[src/rtl/retire_trace_buffer_pkg.sv]
// Shared types for the retirement trace buffer: the per-instruction retire record
// and the width of the retired-instruction counter.
package retire_trace_buffer_pkg;

  localparam int XLEN      = 32;
  localparam int INSTRET_W = 64;

  typedef struct packed {
    logic [XLEN-1:0] pc;
    logic [31:0]     instr;
    logic [4:0]      reg_addr;
    logic [XLEN-1:0] reg_data;
    logic [XLEN-1:0] mem_addr;
    logic [XLEN-1:0] mem_data;
    logic            mem_wrt;
  } retire_rec_t;

endpackage

[src/rtl/retire_trace_buffer_if.sv]
// Retire-side and drain-side handshake bundle of the trace buffer.
// The master modport is the core/consumer side; the slave modport is the buffer.
interface retire_trace_buffer_if #(
  parameter int IssueWidth = 2,
  parameter int DrainWidth = 1
);
  import retire_trace_buffer_pkg::*;

  logic        [IssueWidth-1:0] ret_valid;
  retire_rec_t [IssueWidth-1:0] ret_rec;
  logic                         ret_ready;
  logic        [DrainWidth-1:0] drain_valid;
  retire_rec_t [DrainWidth-1:0] drain_rec;
  logic                         drain_ready;

  modport master (
    output ret_valid, ret_rec, drain_ready,
    input  ret_ready, drain_valid, drain_rec
  );

  modport slave (
    input  ret_valid, ret_rec, drain_ready,
    output ret_ready, drain_valid, drain_rec
  );

endinterface

[src/rtl/retire_trace_buffer_compactor.sv]
// Prefix popcount over the retire lanes: each valid lane gets its slot offset
// relative to the write pointer, so sparse lanes pack densely in program order.
module retire_compactor #(
  parameter  int IssueWidth = 2,
  localparam int OffW       = $clog2(IssueWidth + 1)
) (
  input  logic [IssueWidth-1:0]           valid,
  output logic [IssueWidth-1:0][OffW-1:0] offset,
  output logic [OffW-1:0]                 total
);

  logic [OffW-1:0] running;

  always_comb begin
    running = '0;
    offset  = '0;
    for (int i = 0; i < IssueWidth; i++) begin
      offset[i] = running;
      running   = running + OffW'(valid[i]);
    end
    total = running;
  end

endmodule

[src/rtl/retire_trace_buffer.sv]
// Circular trace buffer for retired instructions: compacts up to IssueWidth lanes per
// cycle, drains DrainWidth per cycle, and tracks instret and a sticky overflow flag.
module retire_trace_buffer
  import retire_trace_buffer_pkg::*;
#(
  parameter int IssueWidth = 2,
  parameter int DrainWidth = 1,
  parameter int Depth      = 16
) (
  input  logic                       clk_i,
  input  logic                       rst_i,
  retire_trace_buffer_if.slave       bus,
  output logic [$clog2(Depth+1)-1:0] count_o,
  output logic [INSTRET_W-1:0]       instret_o,
  output logic                       overflow_o
);

  localparam int PtrW = $clog2(Depth);
  localparam int CntW = $clog2(Depth + 1);
  localparam int OffW = $clog2(IssueWidth + 1);
  localparam int DrW  = $clog2(DrainWidth + 1);

  retire_rec_t                 mem [Depth];
  logic [PtrW-1:0]             rd_ptr;
  logic [PtrW-1:0]             wr_ptr;
  logic [CntW-1:0]             count;
  logic [INSTRET_W-1:0]        instret;
  logic                        overflow;

  logic [IssueWidth-1:0][OffW-1:0] lane_off;
  logic [OffW-1:0]                 push_total;
  logic [OffW-1:0]                 push_acc;
  logic [CntW-1:0]                 free_slots;
  logic                            accept;
  logic [DrW-1:0]                  avail;
  logic [DrW-1:0]                  pop_cnt;

  retire_compactor #(.IssueWidth(IssueWidth)) u_compactor (
    .valid  (bus.ret_valid),
    .offset (lane_off),
    .total  (push_total)
  );

  // Acceptance uses the pre-pop count, so a push never claims slots freed this cycle.
  always_comb begin
    free_slots = CntW'(Depth) - count;
    accept     = CntW'(push_total) <= free_slots;
    push_acc   = accept ? push_total : '0;
    avail      = (count < CntW'(DrainWidth)) ? DrW'(count) : DrW'(DrainWidth);
    pop_cnt    = bus.drain_ready ? avail : '0;
  end

  always_ff @(posedge clk_i) begin
    if (rst_i) begin
      rd_ptr   <= '0;
      wr_ptr   <= '0;
      count    <= '0;
      instret  <= '0;
      overflow <= 1'b0;
    end else begin
      if (!accept) begin
        overflow <= 1'b1;
      end
      wr_ptr  <= wr_ptr + PtrW'(push_acc);
      rd_ptr  <= rd_ptr + PtrW'(pop_cnt);
      count   <= count + CntW'(push_acc) - CntW'(pop_cnt);
      instret <= instret + INSTRET_W'(push_acc);
    end
  end

  // Storage needs no reset: only entries between rd_ptr and wr_ptr are ever presented.
  always_ff @(posedge clk_i) begin
    if (!rst_i && accept) begin
      for (int i = 0; i < IssueWidth; i++) begin
        if (bus.ret_valid[i]) begin
          mem[wr_ptr + PtrW'(lane_off[i])] <= bus.ret_rec[i];
        end
      end
    end
  end

  always_comb begin
    bus.drain_valid = '0;
    bus.drain_rec   = '0;
    for (int k = 0; k < DrainWidth; k++) begin
      bus.drain_valid[k] = CntW'(k) < count;
      bus.drain_rec[k]   = mem[rd_ptr + PtrW'(k)];
    end
    bus.ret_ready = free_slots >= CntW'(IssueWidth);
  end

  assign count_o    = count;
  assign instret_o  = instret;
  assign overflow_o = overflow;

endmodule

[src/flat_wrapper.sv]
// flat-port wrapper written by rule: the top's interface ports become plain ports
module retire_trace_buffer_flat import retire_trace_buffer_pkg::*;
#(
  parameter int IssueWidth = 2,
  parameter int DrainWidth = 1,
  parameter int Depth      = 16
)
  (clk_i, rst_i, count_o, instret_o, overflow_o, bus_ret_valid, bus_ret_rec, bus_drain_ready, bus_ret_ready, bus_drain_valid, bus_drain_rec);
  retire_trace_buffer_if #(.IssueWidth(IssueWidth), .DrainWidth(DrainWidth)) bus_i ();
  input  logic clk_i;
  input  logic rst_i;
  output logic [$clog2(Depth+1)-1:0] count_o;
  output logic [INSTRET_W-1:0] instret_o;
  output logic overflow_o;
  input wire logic [$bits(bus_i.ret_valid)-1:0] bus_ret_valid;
  input wire logic [$bits(bus_i.ret_rec)-1:0] bus_ret_rec;
  input wire logic [$bits(bus_i.drain_ready)-1:0] bus_drain_ready;
  output wire logic [$bits(bus_i.ret_ready)-1:0] bus_ret_ready;
  output wire logic [$bits(bus_i.drain_valid)-1:0] bus_drain_valid;
  output wire logic [$bits(bus_i.drain_rec)-1:0] bus_drain_rec;
  assign bus_i.ret_valid = bus_ret_valid;
  assign bus_i.ret_rec = bus_ret_rec;
  assign bus_i.drain_ready = bus_drain_ready;
  assign bus_ret_ready = bus_i.ret_ready;
  assign bus_drain_valid = bus_i.drain_valid;
  assign bus_drain_rec = bus_i.drain_rec;
  retire_trace_buffer #(.IssueWidth(IssueWidth), .DrainWidth(DrainWidth), .Depth(Depth)) u_core (.clk_i(clk_i), .rst_i(rst_i), .bus(bus_i), .count_o(count_o), .instret_o(instret_o), .overflow_o(overflow_o));
endmodule
[config.mk]
export PLATFORM = sky130hd
export DESIGN_NAME = retire_trace_buffer_flat
export DESIGN_NICKNAME = d
export VERILOG_FILES = /design/src/rtl/retire_trace_buffer_pkg.sv /design/src/rtl/retire_trace_buffer_if.sv /design/src/rtl/retire_trace_buffer_compactor.sv /design/src/rtl/retire_trace_buffer.sv /design/src/flat_wrapper.sv
export SDC_FILE = /design/constraint.sdc
export NUM_CORES = 2
export LEC_CHECK = 0
export CAP_MARGIN = 20
export CORE_ASPECT_RATIO = 1.4
export CORE_MARGIN = 2
export CORE_UTILIZATION = 42
export DETAILED_ROUTE_END_ITERATION = 16
export GPL_TIMING_DRIVEN = 0
export PLACE_DENSITY = 0.61
export SETUP_SLACK_MARGIN = 0.4
export SLEW_MARGIN = 20
export SYNTH_ARGS = -nofsm -noshare
export SYNTH_HDL_FRONTEND = slang
export SYNTH_HIERARCHICAL = 1
export SYNTH_SLANG_ARGS = --single-unit
[constraint.sdc]
create_clock -name clk_i -period 24 [get_ports clk_i]
set_input_delay 3.6 -clock clk_i [delete_from_list [all_inputs] [get_ports clk_i]]
set_output_delay 3.6 -clock clk_i [all_outputs]
set_load 0.01 [all_outputs]
---- Word level (Yosys, flattened, before mapping) ----
Memories as Yosys holds them, arrays and structs flattened. A register that Yosys moved wholly into a read port is not among the register bits.
Cells that the tools add are included.
word-level totals
  output and inout bits ................... 238
  logic and storage cells ................. 30
  input bits .............................. 337
  RAM bits ................................ 2656
  memories ................................ 1
  register bits after elaboration ......... 78
memory list
  name        depth  width  rd ports  clocked after memory_dff  write ports  RTL line                   RTL
  u_core.mem  16     166    1         1                         2            retire_trace_buffer.sv:23  retire_rec_t mem [Depth];
cells by class
  reduce and logical (&&, ||, !) cells .... 2
  magnitude comparators ................... 4
  mux-type cells .......................... 10
  $add $sub $neg .......................... 8
operators by type and width
  kind                   number
  $add A64 B2 Y64        1
  $add A4 B1 Y4          2
  $mux W1                8
  $add A5 B2 Y5          1
  $ge A5 B2 Y1 const B   1
  $le A2 B5 Y1           1
  $lt A1 B5 Y1 const A   1
  $lt A5 B1 Y1 const B   1
  $sub A5 B1 Y5          1
  $sub A5 B5 Y5 const A  1
  $add A4 B2 Y4          1
  $mux W4                1
  $add A1 B1 Y2          1
  $mux W2                1
  $logic_and A1 B1 Y1    1
  $logic_not A1 Y1       1

---- Logic depth before layout (Yosys ltp) ----
  depth after elaboration ................. 5
  mapped depth ............................ 20
  mapped depth without buffers ............ 18

---- By module ----
The synthesis kept the hierarchy.
by module, submodules not included
  module               instances  cells each  area an instance (µm²)  sequential area each (µm²)
  retire_trace_buffer  1          7567        137170.3                81318.0
  retire_compactor     1          6           46.3                    0.0

---- Worst setup path after synthesis ----
OpenSTA, ideal clock, no wires.
  kind .................................... input port to flip-flop
  start point ............................. in bus_ret_valid[0]
  end point ............................... mem u_core/mem[4][0] (netlist name), enable pin
  arrival ................................. 21494 ps
  stages .................................. 7
  required time ........................... 22859 ps
  setup time .............................. 1141 ps
  setup slack ............................. 1366 ps
  path buffers ............................ 2
  path through ............................ ha_1 ha_1 a21oi_1 a2111oi_4 buf_2 clkbuf_1 o41ai_1
RTL lines
  element             RTL line                   RTL
  start: declaration  flat_wrapper.sv:15         input wire logic [$bits(bus_i.ret_valid)-1:0] bus_ret_valid;
  end: declaration    retire_trace_buffer.sv:23

==> flow_metrics.tcl <==
set metrics [dict create \
    clk_pin_slew_ps 70 \
    wire_per_inst_microns 35.46 \
    critPathSlowestCell "clkbuf_1" \
    cp_common_cell "buf_2" \
    hpwl_microns 321200 \
    pre_cts_ws_ps 13380 \
    ir_drop_v 0.00005759 \
    worst-setup-path-type "reg -> out" \
    drc_errors 0 \
    synth_cell_types 52 \
    layout_commonest_cell "edfxtp_1" \
    grt_pass1_wl_microns 643000 \
    clockBufferDepth 4 \
    max_freq_mhz 94.35 \
    die_w_microns 487.1 \
    multi_input_area_sq_um 52250 \
    fin_ws_ps 13400 \
    cp_max_fo 10 \
    cts_setup_buffers 0 \
    ys.flop_type "edfxtp_1" \
    gp_congestion 0.8326 \
    cts_hold_buf 0 \
    grt-ovfl-total 0 \
    setup_violations 0 \
    drtIter0Drc 7944 \
    arrival_ps 7000 \
    cts_tree "done" \
    postCtsResizedCells 0 \
    synth-seq-area-share_pct 59.26 \
    root_buffer "clkbuf_16" \
    fp-row-count 248 \
    async_flop_share_pct 0 \
    tns_ps 0 \
    drtPass1Iterations 5 \
    power_density_nw_per_um2 90.66 \
    layout_min_cycle_time_ps 10600 \
    slowest_delay_ps 890 \
    worstSetupEndpointType "output pin" \
    core_area_sq_um 325500 \
    slew_violations 0 \
    worst_skew_pair.late_latency_ps 910 \
    worstMarginPinSlew_ps 1230 \
    drt-vias-per-instance 6.071 \
    ant_nets 0 \
    routed_wl_microns 467300 \
    maxSlewHeadroom_pct 17.98 \
    hold_violations 0 \
    path_cells "clkbuf_1, clkbuf_1, clkbuf_4, buf_2, buf_2, buf_2, mux2i_1, a21oi_1, clkdlybuf4s50_1" \
    die-area_sq_um 331400 \
    max-cap-violations 0 \
    hp-class "reg -> reg" \
    final_cell_mix "edfxtp_1, mux2_2, mux4_2" \
    synth.cell_area_sq_um 137200 \
    dp.cells 12590 \
    num-nets-final 9004 \
    grt_pass1_vias 83230 \
    ys_warn_count 6 \
    status "completed" \
    n_fill_cell 26910 \
    cp_top_family "buffers and inverters" \
    fin_crit_sh_pct 44.16 \
    io_buffers 573 \
    antenna_found_initial 150 \
    cts_buffers 295 \
    worstPathRequired_ps 20400 \
    vias 80000 \
    critPathBufInv 7 \
    synthCells 7573 \
    p_leak_nw 51.43 \
    syn_to_final_growth_pct 17.91 \
    power_w 0.01467 \
    grt_start_max_net_pins 37 \
    ys_seq_elements 2734 \
    ios 575 \
    ctsHtreeMaxLevel 5 \
    drive_gt1_share_pct 50.54 \
    holdWs_ps 495.4 \
    cts_num_sinks 2734 \
    die_h_microns 680.3 \
    worstSetupStartpointType "flop" \
    register_area_sq_um 81320 \
    final_cells 13180 \
    finClkSkew_ps 59.89 \
    start_util_pct 42.16 \
    synth_edf_count 2656 \
    synth.avg_cell_area_sq_um 18.12 \
    rsz0062_at_grt "no" \
    grt_usage_pct 27.68 \
]
## cell families after synthesis
logic type,after synthesis,share of synthesized area [%]
other cells,1,0.002733
flops,2734,59.26
fa+ha+maj,29,0.2918
buf+inv,865,2.792
compound gates,130,0.5763
mux,3486,35.62
xor+xnor,45,0.2982
simple gates,283,1.156
## final cells by class
cell class	count	share of cell area, %
Multi-Input combinational cell	3976	32.29
Clock inverter	150	0.9295
Sequential cell	2734	50.26
Timing Repair Buffer	766	5.816
Antenna cell	70	0.1083
Inverter	26	0.06032
Buffer	839	2.385
Clock buffer	366	4.861
Tap cell	4250	3.287
## power by group
part           total, W  switching [W]  internal [W]
registers       0.00585      0.0000919       0.00575
logic           0.00425        0.00231       0.00194
clock network   0.00457        0.00195       0.00262
total            0.0147        0.00436        0.0103
## flip-flops by register name (all words and copies together), names as in the netlist
name               count
u_core/rd_ptr          4
u_core/mem          2656
u_core/instret_o      64
u_core/count_o         5
u_core/overflow_o      1
u_core/wr_ptr          4
## metal layers
| layer | global-route usage, % | up-vias | wire length [microns] |
|---|---|---|---|
| met2 | 47.75 | 3629 | 236500 |
| met3 | 6.124 | 1001 | 38670 |
| li1 | - | 32960 | - |
| met1 | 32.99 | 42350 | 169200 |
| met4 | 12.41 | 64 | 22430 |
| met5 | 0 | - | 414 |
## through the flow
| step | area (sq um) | util [%] |
|---|---|---|
| finish | 161800 | 49.71 |
| CTS | 161600 | 49.64 |
| floorplan | 137200 | - |
| detailed placement | 152200 | 46.77 |
| global route | 161700 | 49.67 |
| global placement | 148300 | 45.55 |
## cells in the mapped netlist (all sizes together) (2+ instances only)
library cell     n  share of area (%)
and2             3              0.014
fa               5              0.073
mux2          2656                 22
nand4           30               0.14
nor2b           28               0.13
clkbuf         292               0.80
nor2            59               0.16
nand4b           3              0.019
nand2           35              0.096
o21ai           28               0.10
nand2b           2             0.0091
o31ai            4              0.022
or4              7              0.038
a31o             4              0.026
a21oi           57               0.21
nor4            11              0.055
or2              3              0.014
nor3            25               0.15
nand3           33               0.12
buf            547                1.9
edfxtp        2656                 58
ha              24               0.22
or3             28               0.13
inv             26              0.071
xnor2           15               0.10
o21bai           6              0.033
nor3b            4              0.022
a211oi          21               0.11
a21o             6              0.033
mux2i           20               0.15
and3             8              0.036
mux4           810                 13
xor2            30               0.20
dfxtp           78                1.1
## worst paths after layout
path,startpoint,to,slack [ps],cells after the start
worst max-delay path,u_core/rd_ptr[1],bus_drain_rec[40],13400,9
worst min-delay path,u_core/overflow_o,u_core/overflow_o,500,2
worst max register to register,u_core/count_o[0],u_core/instret_o[45],17210,17
worst min register to register,u_core/overflow_o,u_core/overflow_o,500,2
## worst min-delay path, stage by stage, from the launching register on
cell and delay, ps:
dfxtp_1 330, nor2_1 50, nor2_1 80
Power figures use the tool's default switching activity.
